==> src/rtl/mem_access_unit.sv <==
// Data-memory access unit: takes one load/store op from the ALU stage, runs a
// req/gnt/rvalid bus transaction for it and returns formatted load data to the register file.
package mem_access_unit_pkg;

    localparam int unsigned cXLEN       = 32;
    localparam int unsigned cRegSelBitW = 5;

    typedef struct packed {
        logic                   read;
        logic                   write;
        logic [cXLEN-1:0]       addr;
        logic [cXLEN-1:0]       data;
        logic [2:0]             opType;
        logic [cRegSelBitW-1:0] rdAddr;
    } tMemOp;

    typedef struct packed {
        logic                   dv;
        logic [cRegSelBitW-1:0] addr;
        logic [cXLEN-1:0]       data;
    } tRegOp;

endpackage

module mem_access_unit
    import mem_access_unit_pkg::*;
(
    input  logic             clk,
    input  logic             rstN,
    input  tMemOp            iMemOp,
    output logic             oStall,
    output logic             oDmemReq,
    output logic             oDmemWe,
    output logic [cXLEN-1:0] oDmemAddr,
    output logic [cXLEN-1:0] oDmemWdata,
    output logic [3:0]       oDmemBe,
    input  logic             iDmemGnt,
    input  logic             iDmemRvalid,
    input  logic [cXLEN-1:0] iDmemRdata,
    output tRegOp            oRegOp,
    output logic             oMemErr
);

    typedef enum logic [1:0] {
        IDLE    = 2'd0,
        REQ     = 2'd1,
        WAIT_RD = 2'd2
    } state_t;

    state_t                 state_q, state_d;
    logic                   req_q, req_d;
    logic                   we_q, we_d;
    logic [cXLEN-1:0]       addr_q, addr_d;
    logic [cXLEN-1:0]       wdata_q, wdata_d;
    logic [3:0]             be_q, be_d;
    logic [2:0]             op_type_q, op_type_d;
    logic [cRegSelBitW-1:0] rd_q, rd_d;
    logic [1:0]             lane_q, lane_d;
    tRegOp                  regop_q, regop_d;
    logic                   err_q, err_d;

    logic                   legal_c;
    logic                   load_done_c;
    logic [7:0]             byte_c;
    logic [15:0]            half_c;
    logic [cXLEN-1:0]       load_data_c;

    // Legality of the incoming op: direction, opType code and natural alignment.
    always_comb begin
        legal_c = 1'b1;
        if (iMemOp.read && iMemOp.write) begin
            legal_c = 1'b0;
        end else if (iMemOp.read) begin
            unique case (iMemOp.opType)
                3'b000, 3'b001, 3'b010, 3'b100, 3'b101: legal_c = 1'b1;
                default:                                legal_c = 1'b0;
            endcase
        end else begin
            unique case (iMemOp.opType)
                3'b000, 3'b001, 3'b010: legal_c = 1'b1;
                default:                legal_c = 1'b0;
            endcase
        end
        if (iMemOp.opType[1:0] == 2'b01 && iMemOp.addr[0]) begin
            legal_c = 1'b0;
        end
        if (iMemOp.opType[1:0] == 2'b10 && iMemOp.addr[1:0] != 2'b00) begin
            legal_c = 1'b0;
        end
    end

    // Load lane selection and sign/zero extension from the latched byte offset.
    always_comb begin
        byte_c = iDmemRdata[{lane_q, 3'b000} +: 8];
        half_c = iDmemRdata[{lane_q[1], 4'b0000} +: 16];
        unique case (op_type_q)
            3'b000:  load_data_c = {{(cXLEN-8){byte_c[7]}}, byte_c};
            3'b100:  load_data_c = {{(cXLEN-8){1'b0}}, byte_c};
            3'b001:  load_data_c = {{(cXLEN-16){half_c[15]}}, half_c};
            3'b101:  load_data_c = {{(cXLEN-16){1'b0}}, half_c};
            default: load_data_c = iDmemRdata;
        endcase
    end

    assign load_done_c = ((state_q == REQ) && !we_q && iDmemGnt && iDmemRvalid) ||
                         ((state_q == WAIT_RD) && iDmemRvalid);

    always_comb begin
        state_d   = state_q;
        req_d     = req_q;
        we_d      = we_q;
        addr_d    = addr_q;
        wdata_d   = wdata_q;
        be_d      = be_q;
        op_type_d = op_type_q;
        rd_d      = rd_q;
        lane_d    = lane_q;
        regop_d   = regop_q;
        regop_d.dv = 1'b0;
        err_d     = 1'b0;

        unique case (state_q)
            IDLE: begin
                if (iMemOp.read || iMemOp.write) begin
                    if (!legal_c) begin
                        err_d = 1'b1;
                    end else begin
                        state_d   = REQ;
                        req_d     = 1'b1;
                        we_d      = iMemOp.write;
                        addr_d    = {iMemOp.addr[cXLEN-1:2], 2'b00};
                        op_type_d = iMemOp.opType;
                        rd_d      = iMemOp.rdAddr;
                        lane_d    = iMemOp.addr[1:0];
                        if (iMemOp.read) begin
                            wdata_d = '0;
                            be_d    = 4'b1111;
                        end else begin
                            unique case (iMemOp.opType[1:0])
                                2'b00: begin
                                    wdata_d = {4{iMemOp.data[7:0]}};
                                    be_d    = 4'b0001 << iMemOp.addr[1:0];
                                end
                                2'b01: begin
                                    wdata_d = {2{iMemOp.data[15:0]}};
                                    be_d    = iMemOp.addr[1] ? 4'b1100 : 4'b0011;
                                end
                                default: begin
                                    wdata_d = iMemOp.data;
                                    be_d    = 4'b1111;
                                end
                            endcase
                        end
                    end
                end
            end
            REQ: begin
                if (iDmemGnt) begin
                    req_d   = 1'b0;
                    state_d = we_q ? IDLE : WAIT_RD;
                end
            end
            WAIT_RD: ;
            default: state_d = IDLE;
        endcase

        // Register index 0 is never written back, but the data path still updates.
        if (load_done_c) begin
            state_d       = IDLE;
            regop_d.dv    = (rd_q != '0);
            regop_d.addr  = rd_q;
            regop_d.data  = load_data_c;
        end
    end

    always_ff @(posedge clk or negedge rstN) begin
        if (!rstN) begin
            state_q   <= IDLE;
            req_q     <= 1'b0;
            we_q      <= 1'b0;
            addr_q    <= '0;
            wdata_q   <= '0;
            be_q      <= '0;
            op_type_q <= '0;
            rd_q      <= '0;
            lane_q    <= '0;
            regop_q   <= '0;
            err_q     <= 1'b0;
        end else begin
            state_q   <= state_d;
            req_q     <= req_d;
            we_q      <= we_d;
            addr_q    <= addr_d;
            wdata_q   <= wdata_d;
            be_q      <= be_d;
            op_type_q <= op_type_d;
            rd_q      <= rd_d;
            lane_q    <= lane_d;
            regop_q   <= regop_d;
            err_q     <= err_d;
        end
    end

    assign oStall     = (state_q != IDLE);
    assign oDmemReq   = req_q;
    assign oDmemWe    = we_q;
    assign oDmemAddr  = addr_q;
    assign oDmemWdata = wdata_q;
    assign oDmemBe    = be_q;
    assign oRegOp     = regop_q;
    assign oMemErr    = err_q;

endmodule

==> config.mk <==
export PLATFORM = sky130hd
export DESIGN_NAME = mem_access_unit
export DESIGN_NICKNAME = d
export VERILOG_FILES = /design/src/rtl/mem_access_unit.sv
export SDC_FILE = /design/constraint.sdc
export NUM_CORES = 1
export LEC_CHECK = 0
export BUFFER_PORTS_ARGS = -buffer_cell sky130_fd_sc_hd__buf_2
export CAP_MARGIN = 20
export CORE_MARGIN = 1
export CORE_UTILIZATION = 45
export CTS_CLUSTER_DIAMETER = 60
export DETAILED_ROUTE_END_ITERATION = 10
export PLACE_DENSITY = 0.84
export RECOVER_POWER = 25
export SLEW_MARGIN = 10
export SYNTH_ARGS = -nofsm -noshare
export SYNTH_HDL_FRONTEND = slang
export SYNTH_SLANG_ARGS = --single-unit
==> constraint.sdc <==
create_clock -name clk -period 2.5 [get_ports clk]
set_input_delay 0.5 -clock clk [delete_from_list [all_inputs] [get_ports clk]]
set_output_delay 0.5 -clock clk [all_outputs]
set_load 0.005 [all_outputs]
==> results of run 1 <==
[sequential cells by signal, indices dropped and copies added, names as in the netlist]
| register | flops |
|---|---|
| oDmemWe | 1 |
| op_type_q | 3 |
| oDmemAddr | 30 |
| oDmemBe | 4 |
| oDmemWdata | 32 |
| lane_q | 2 |
| rd_q | 5 |
| state_q | 2 |
| oDmemReq | 1 |
| oMemErr | 1 |
| oRegOp | 38 |
[cell type report]
class                   count  area (sq um)
clock inverters             7           163
fillers                   977          4560
well taps                 168           210
clock buffers              25           505
inverters                   6          22.5
repair buffers            231          1200
multi-input cells         345          2530
flip-flops and latches    119          2980
[logic make-up after synthesis]
logic type / Yosys count
compound gates: 73
buf+inv: 43
xor+xnor: 1
mux: 116
simple gates: 153
other cells: 1
flops: 119
[critical path: cells and delay by family (launching register included)]
kind                   cells  cell delay, ns
flip-flops                 1            0.42
buffers and inverters      1            0.27
AO/OA/AOI/OAI              2            0.35
AND/OR/NAND/NOR            2            0.94
[worst max-delay path by stage]
stage | to | cells past startpoint | from | slack [ns]
floorplan | oDmemAddr[13] | 7 | iMemOp[73] | 0.53
global placement | oDmemAddr[10] | 6 | iMemOp[5] | 0.36
detailed placement | oDmemWdata[27] | 6 | iMemOp[5] | 0.27
CTS | oRegOp[30] | 5 | state_q[1] | 0.44
global route | oDmemWdata[9] | 2 | rstN | 0.28
finish | oRegOp[30] | 5 | state_q[1] | 0.45
[routing by layer]
metal  track usage [%]  wire length [um]  up-vias
met3              7.15              1140       31
li1                  -                 -     2183
met1              27.0              5760     2317
met2              41.2              7560      213
met4              10.6               303        0
met5                 0                 0        -
[power by group through the flow]
stage	clock [mW]	combinational, mW	sequential (mW)
finish	2.73	2.38	3.07
global route	2.87	2.63	3.17
CTS	2.78	2.41	3.08
detailed placement	0	2.39	3.09
global placement	0	2.30	3.06
floorplan	0	1.24	3.10
[cells in the mapped netlist, drive strengths merged (8+ instances only)]
cell type / count
a21oi: 20
buf: 19
clkbuf: 18
dfrtp: 119
mux2: 93
mux2i: 23
nand2: 65
nand2b: 10
nand3: 18
nor2: 30
nor2b: 22
o211ai: 8
o21ai: 27
[through the flow]
stage	hold slack [ns]	setup slack (ns)	utilization, %	cells
2_1_floorplan	0.204	0.529	-	507
3_3_place_gp	0.456	0.355	57.2	869
3_5_place_dp	0.468	0.275	57.2	869
4_1_cts	0.0944	0.439	62.7	901
5_1_grt	0.249	0.284	62.5	901
6_report	0.264	0.448	62.5	901
==> results.toml, run 1 <==
[run_status]
outcome = "complete, no violations"

[worst_hold_path]
hold_path_startpoint = "iDmemRvalid"
hold_path_class = "input pin to flip-flop"
hold_depth = 2
min_to = "state_q[1]"

[logic_synthesis]
yosysTopAreaCell = "dfrtp_1"
synth_area_sq_um = 5710
synth_top_area_share_pct = 52.2
synth-seq-cells = 119
syn-instance-count = 506
synth-edff-count = 0
muxShareOfSynthArea_pct = 22.4
synth.area.top_cells = "dfrtp_1 (52%), mux2_2 (15%), nand2_1 (4.3%), mux2i_1 (4.0%), mux2_1 (3.6%)"
synthSimpleGateAreaFrac_pct = 13.4
yosys.cell_types.count = 41
ys.flop_type = "dfrtp_1"
ys_seq_area_share_pct = 52.2
synth_fa_ha_area_share_pct = 0
yosysWarnings = 0
synthXorXnorAreaFrac_pct = 0.154
synth_top_family_by_area = "multiplexers"
synth_compound_area_share_pct = 8.18
syn_area_per_cell_sq_um = 11.3
async_flop_share_pct = 100

[floorplan]
fp-row-count = 40
die-width_um = 115
fp.coreArea_sq_um = 12200
start_util_pct = 46.9
dieArea_sq_um = 13100
die_height_um = 115
io_pins = 220

[drt]
drc = 0
finalWirelength_um = 14800
first_pass_iters = 4
drt-initial-drc-count = 205
wire_per_inst_um = 16.4
drtAntennaViolNets = 0
viasPerCell = 5.27
via_count = 4744

[global_routing]
antenna_found_initial = 0
track_usage_pct = 23.7
grt_pass1_vias = 4945
grt_overflow = 0
grt_pass1_wl_um = 23800
grt_max_degree = 66

[placed_design]
dp_hpwl_um = 10600
dpl_cell_area_sq_um = 6960
io_buffers = 217
place_congestion = 0.829

[finish]
diodes = 0
design_area_sq_um = 7600
syn2layout_area_growth_pct = 33.3
drive_above_1_share_pct = 47.9
layout_common_cells = "buf_2 (216), dfrtp_1 (119), mux2_2 (75)"
layout_commonest_cell = "buf_2"
layout.nets = 830

[setup_path]
cp_slowest_stage_delay_ns = 0.67
worstPathMaxFanout = 9
r2r-start = "state_q[1]"
rr_endpoint = "oRegOp[30]"
reg2regPathDepth = 5
worstPathCellList = "nand4bb_1, a21bo_2, or4_1, buf_4, o211ai_2"
cp_data_required_time_ns = 2.83
critPathKind = "flip-flop to flip-flop"
end_kind = "flip-flop"
rrSetupSlack_ns = 0.45
startpoint_type = "flip-flop"
worst_path_max_delay_cell = "or4_1"
critical_path_arrival_ns = 2.38

[timing]
setup_violations = 0
slew_viol_final = 0
worstMarginPinSlew_ns = 1.16
period_minus_slack_ns = 2.05
worst_clock_skew_ns = 0.00644
fmax_ghz = 0.487
fin_setup_tns_ns = 0
slew_headroom_pct = 22.6
finalCritPeriodShare_pct = 82.1
finalHoldViolCount = 0
rsz0062_at_grt = "no"

[power_and_ir_drop]
p_seq_share_pct = 37.5
clkPwrFrac_pct = 33.4
p_leak_nw = 3.80
switching_share_pct = 29.0
internal-power_mw = 5.81
switchingPower_mw = 2.37
peakVddDrop_mv = 0.584
p_per_area_nw_per_um2 = 1080
combPwrFrac_pct = 29.1
total_power_mw = 8.18

[clock_tree]
cts_resized = 0
clockBufferDepth = 2
path_clk_slew_ns = 0.05
cts_tree = "done"
cts-root-buf = "clkbuf_16"
ctsHoldBuffers = 0
postCtsSetupBuffers = 0
cts_max_level = 4
cts.sinks = 119
cts_buffers = 17
clkLatencyLatePin_ns = 0.41

[job]
maxCapViolations = 0
(Power assumes the default switching activity.)
==> run 2, diff against run 1 <==
==> constraint.sdc (replaced) <==
create_clock -name clk -period 2.1 [get_ports clk]
set_input_delay 0.42 -clock clk [delete_from_list [all_inputs] [get_ports clk]]
set_output_delay 0.42 -clock clk [all_outputs]
set_load 0.005 [all_outputs]
==> results.toml, run 2 (same netlist as run 1, synthesis figures left out) <==
[floorplan]
dieArea_sq_um = 13100
fp.coreArea_sq_um = 12200
fp-row-count = 40
start_util_pct = 46.9
die_height_um = 115
io_pins = 220
die-width_um = 115

[global_routing]
grt_overflow = 0
grt_pass1_vias = 4861
grt_pass1_wl_um = 23500
antenna_found_initial = 0
track_usage_pct = 23.5
grt_max_degree = 44

[clock_tree]
cts.sinks = 119
cts-root-buf = "clkbuf_16"
cts_max_level = 4
clockBufferDepth = 2
cts_tree = "done"
path_clk_slew_ns = 0.05
postCtsSetupBuffers = 0
cts_buffers = 17
clkLatencyLatePin_ns = 0.41

[timing]
slew_viol_final = 0
rsz0062_at_grt = "no"
slew_headroom_pct = 48.9
worstMarginPinSlew_ns = 0.766
finalHoldViolCount = 0
setup_violations = 0
period_minus_slack_ns = 1.88
finalCritPeriodShare_pct = 89.5
worst_clock_skew_ns = 0.00771
fmax_ghz = 0.532

[drt]
viasPerCell = 5.23
finalWirelength_um = 14800
drt-initial-drc-count = 200
wire_per_inst_um = 16.3
via_count = 4747
drc = 0
first_pass_iters = 4
drtAntennaViolNets = 0

[power_and_ir_drop]
internal-power_mw = 6.37
combPwrFrac_pct = 31.2
switching_share_pct = 30.4
p_per_area_nw_per_um2 = 1210
p_seq_share_pct = 40.2
peakVddDrop_mv = 0.719
p_leak_nw = 3.79
clkPwrFrac_pct = 28.6
switchingPower_mw = 2.79

[setup_path]
rrSetupSlack_ns = 0.22
cp_data_required_time_ns = 2.38
cp-endpoint = "oDmemAddr[25]"
worstPathMaxFanout = 20
critPathKind = "flip-flop to flip-flop"
startpoint_type = "flip-flop"
critical_path_arrival_ns = 2.16
end_kind = "flip-flop"
rr_endpoint = "oDmemAddr[25]"
r2r-start = "state_q[0]"
reg2regPathDepth = 4
cp-startpoint = "state_q[0]"

[finish]
layout.nets = 838
layout_common_cells = "buf_2 (216), dfrtp_1 (119), mux2_2 (75)"
fin_util_pct = 62.0
diodes = 0
syn2layout_area_growth_pct = 32.1
drive_above_1_share_pct = 48.2
largest_reg_flops = 38
layout_commonest_cell = "buf_2"
design_area_sq_um = 7540

[run_status]
outcome = "complete, no violations"

[placed_design]
place_congestion = 0.849
dp_hpwl_um = 10800
io_buffers = 217
dpl_cell_area_sq_um = 7020

[job]
maxCapViolations = 0

[worst_hold_path]
hold_path_class = "input pin to flip-flop"
run 2: changes by cell type in the layout (fill, tap and decap cells not counted):
cell / before / now
clkbuf_2: 1 / 2
buf_4: 11 / 17
clkbuf_8: 5 / 6
clkinv_2: 1 / 3
dlygate4sd3_1: 0 / 1
clkbuf_4: 1 / 2
bufinv_16: 5 / 0
clkinvlp_4: 1 / 0
run 2: worst min-delay path by stage:
stage	start	cells past startpoint	endpoint	slack [ns]
6_report	iDmemRvalid	2	state_q[1]	0.18
4_1_cts	iDmemRvalid	2	state_q[1]	0.17
5_1_grt	iDmemRvalid	2	state_q[1]	0.17
2_1_floorplan	rstN	0	lane_q[0]	0.12
3_3_place_gp	rstN	1	oDmemAddr[4]	0.38
3_5_place_dp	rstN	1	oDmemAddr[3]	0.40
run 2: layer usage:
layer	GRT usage (%)	routed length [um]	vias to the layer above
li1	-	-	2200
met1	27.5	5850	2282
met2	39.1	7320	228
met3	7.20	1180	37
met4	11.8	408	0
met5	0	0	-
run 2: power by group through the flow:
stage               Sequential [mW]  Clock, mW  Combinational (mW)
floorplan                      3.69          0                1.47
global placement               3.65          0                2.78
detailed placement             3.71          0                2.89
CTS                            3.69       2.67                2.90
global route                   3.79       2.79                3.16
finish                         3.68       2.62                2.86
run 2: what timing repair did:
item,CTS,global route
hold buffers,1,0
gates resized for setup,0,0
endpoints found under the hold margin,29,0
run 2: through the flow:
stage	TNS (ns)	total power, mW	worst slack [ns]	hold WS, ns	instances
after floorplan	0	5.16	0.209	0.124	507
after global routing	0	9.73	0.0659	0.171	907
after detailed placement	-0.0263	6.59	-0.00764	0.399	876
after global placement	0	6.43	0.0884	0.384	876
after CTS	0	9.26	0.205	0.169	907
final	0	9.16	0.222	0.183	907
run 2: layout make-up:
cell class,instances,area [sq um]
inverter,6,22.5
multi-input combinational,345,2530
clock buffer,27,523
timing repair buffer,239,1260
fill,970,4620
sequential,119,2980
tap,168,210
clock inverter,3,15.0
run 2: worst max-delay path, cell delays in order, from the launching register on:
cell	delay, ns
dfrtp_1	0.43
or2_2	0.35
nor3_4	0.29
buf_4	0.32
mux2_1	0.36
==> run 3, diff against run 2 <==
--- a/config.mk
+++ b/config.mk
@@ -7,11 +7,14 @@
 export LEC_CHECK = 0
 export BUFFER_PORTS_ARGS = -buffer_cell sky130_fd_sc_hd__buf_2
 export CAP_MARGIN = 20
+export CELL_PAD_IN_SITES_DETAIL_PLACEMENT = 2
+export CELL_PAD_IN_SITES_GLOBAL_PLACEMENT = 2
 export CORE_MARGIN = 1
-export CORE_UTILIZATION = 45
+export CORE_UTILIZATION = 27
 export CTS_CLUSTER_DIAMETER = 60
 export DETAILED_ROUTE_END_ITERATION = 10
-export PLACE_DENSITY = 0.84
+export GPL_TIMING_DRIVEN = 0
+export PLACE_DENSITY = 0.85
 export RECOVER_POWER = 25
 export SLEW_MARGIN = 10
 export SYNTH_ARGS = -nofsm -noshare
==> constraint.sdc (replaced) <==
create_clock -name clk -period 1.7 [get_ports clk]
set_input_delay 0.34 -clock clk [delete_from_list [all_inputs] [get_ports clk]]
set_output_delay 0.34 -clock clk [all_outputs]
set_load 0.005 [all_outputs]
==> results.toml, run 3 (same netlist as run 1, synthesis figures left out) <==
[timing]
finalCritPeriodShare_pct = 107
setup_violations = 24
worst_clock_skew_ns = 0.0131
slew_viol_final = 0
fmax_ghz = 0.551
fin_hold_ws_ns = 0.112
worstMarginPinSlew_ns = 0.810
slew_headroom_pct = 46.0
period_minus_slack_ns = 1.82
rsz0062_at_grt = "yes"
finalHoldViolCount = 0
worst_slack_ns = -0.116

[clock_tree]
cts_tree = "done"
clkLatencyLatePin_ns = 0.43
cts-root-buf = "clkbuf_16"
cts_buffers = 17
cts_max_level = 4
path_clk_slew_ns = 0.07
clockBufferDepth = 2
cts.sinks = 119

[run_status]
violations = "negative setup slack"
outcome = "finished with violations"

[worst_hold_path]
hold_path_startpoint = "iDmemRvalid"
hold_path_class = "input pin to flip-flop"

[floorplan]
start_util_pct = 27.8
fp.coreArea_sq_um = 20500
io_pins = 220
dieArea_sq_um = 21700
fp-row-count = 52
die_height_um = 147
die-width_um = 147

[setup_path]
end_kind = "flip-flop"
critPathKind = "flip-flop to flip-flop"
startpoint_type = "flip-flop"
worstPathMaxFanout = 8
critical_path_arrival_ns = 2.18
cp-startpoint = "state_q[1]"
r2r-start = "state_q[1]"
cp_data_required_time_ns = 2.06

[drt]
drc = 0
drt-initial-drc-count = 176
wire_per_inst_um = 20.8
drtAntennaViolNets = 0
first_pass_iters = 4
finalWirelength_um = 21800
viasPerCell = 4.82
via_count = 5073

[power_and_ir_drop]
p_per_area_nw_per_um2 = 1510
peakVddDrop_mv = 0.745
p_leak_nw = 4.35
total_power_mw = 13.2

[placed_design]
dp_hpwl_um = 14500
dpl_cell_area_sq_um = 7190
place_congestion = 0.778
io_buffers = 215

[global_routing]
grt_max_degree = 68
antenna_found_initial = 3
grt_pass1_wl_um = 32200
track_usage_pct = 19.6
grt_pass1_vias = 5728
grt_overflow = 0

[finish]
drive_above_1_share_pct = 53.8
syn2layout_area_growth_pct = 53.1
fillers = 2151
layout.nets = 876
layout_common_cells = "buf_2 (215), dfrtp_1 (118), mux2_4 (78)"
layout_commonest_cell = "buf_2"
design_area_sq_um = 8740
largest_reg_flops = 38
fin_util_pct = 42.6

[job]
maxCapViolations = 0
-- run 3: changes by cell type in the layout (fill, tap and decap cells not counted), moves of 7 or more --
cell	change
buf_12	+11
buf_4	-7
buf_6	+8
clkbuf_16	+7
clkbuf_2	+7
mux2_1	-18
mux2_2	-60
mux2_4	+78
-- run 3: worst paths after layout --
| path | endpoint | slack [ns] | cells past startpoint |
|---|---|---|---|
| setup / recovery | oRegOp[16] | -0.12 | 5 |
| min in group asynchronous | oDmemAddr[26] | 0.56 | 2 |
| hold reg to reg | oRegOp[2] | 0.48 | 2 |
| setup reg to reg | oRegOp[16] | -0.12 | 5 |
| hold / removal | state_q[1] | 0.11 | 2 |
| max in group asynchronous | oDmemAddr[8] | 0.30 | 3 |
-- run 3: routing by layer --
| metal | GRT usage [%] | vias up | wire, um |
|---|---|---|---|
| met3 | 5.78 | 31 | 1210 |
| met5 | 0 | - | 0 |
| li1 | - | 2287 | - |
| met1 | 22.0 | 2585 | 8970 |
| met4 | 7.32 | 0 | 397 |
| met2 | 35.0 | 170 | 11300 |
-- run 3: metrics by stage --
step,setup TNS (ns),setup slack [ns],cells
after floorplan,-0.0223,-0.0112,507
after global placement,-217.47,-1.46,992
after detailed placement,-47.94,-0.539,993
after CTS,-3.81,-0.116,1039
after global routing,-4.34,-0.156,1051
final,-1.12,-0.116,1052
-- run 3: worst max-delay path, cell delays in order (launching register included) --
cell	delay [ns]
dfrtp_1	0.41
nand4bb_4	0.23
a21bo_4	0.25
or4_4	0.60
clkbuf_16	0.21
nand3_2	0.06
-- run 3: what timing repair did --
| action | CTS | global route |
|---|---|---|
| pin swaps | 6 | 3 |
| gates cloned | 2 | 7 |
| hold buffers | 1 | 0 |
| resized for setup | 86 | 69 |
| buffers inserted | 13 | 6 |
| endpoints found under the hold margin | 52 | 0 |
| setup endpoints to repair | 117 | 112 |
-- run 3: cell type report --
class                   count  area [sq um]  area share, %
clock buffers              19           453           5.18
flip-flops and latches    119          2980           34.1
inverters                   6          22.5          0.258
diodes                      3          7.51         0.0859
well taps                 270           338           3.87
multi-input cells         345          2890           33.1
clock inverters            13           193           2.21
plain buffers              35           329           3.77
repair buffers            242          1530           17.5
-- run 3: report_power, final --
group / switching (mW) / total (mW) / internal [mW]
sequential: 0.682 / 4.59 / 3.91
clock: 1.48 / 4.03 / 2.55
combinational: 2.04 / 4.59 / 2.55
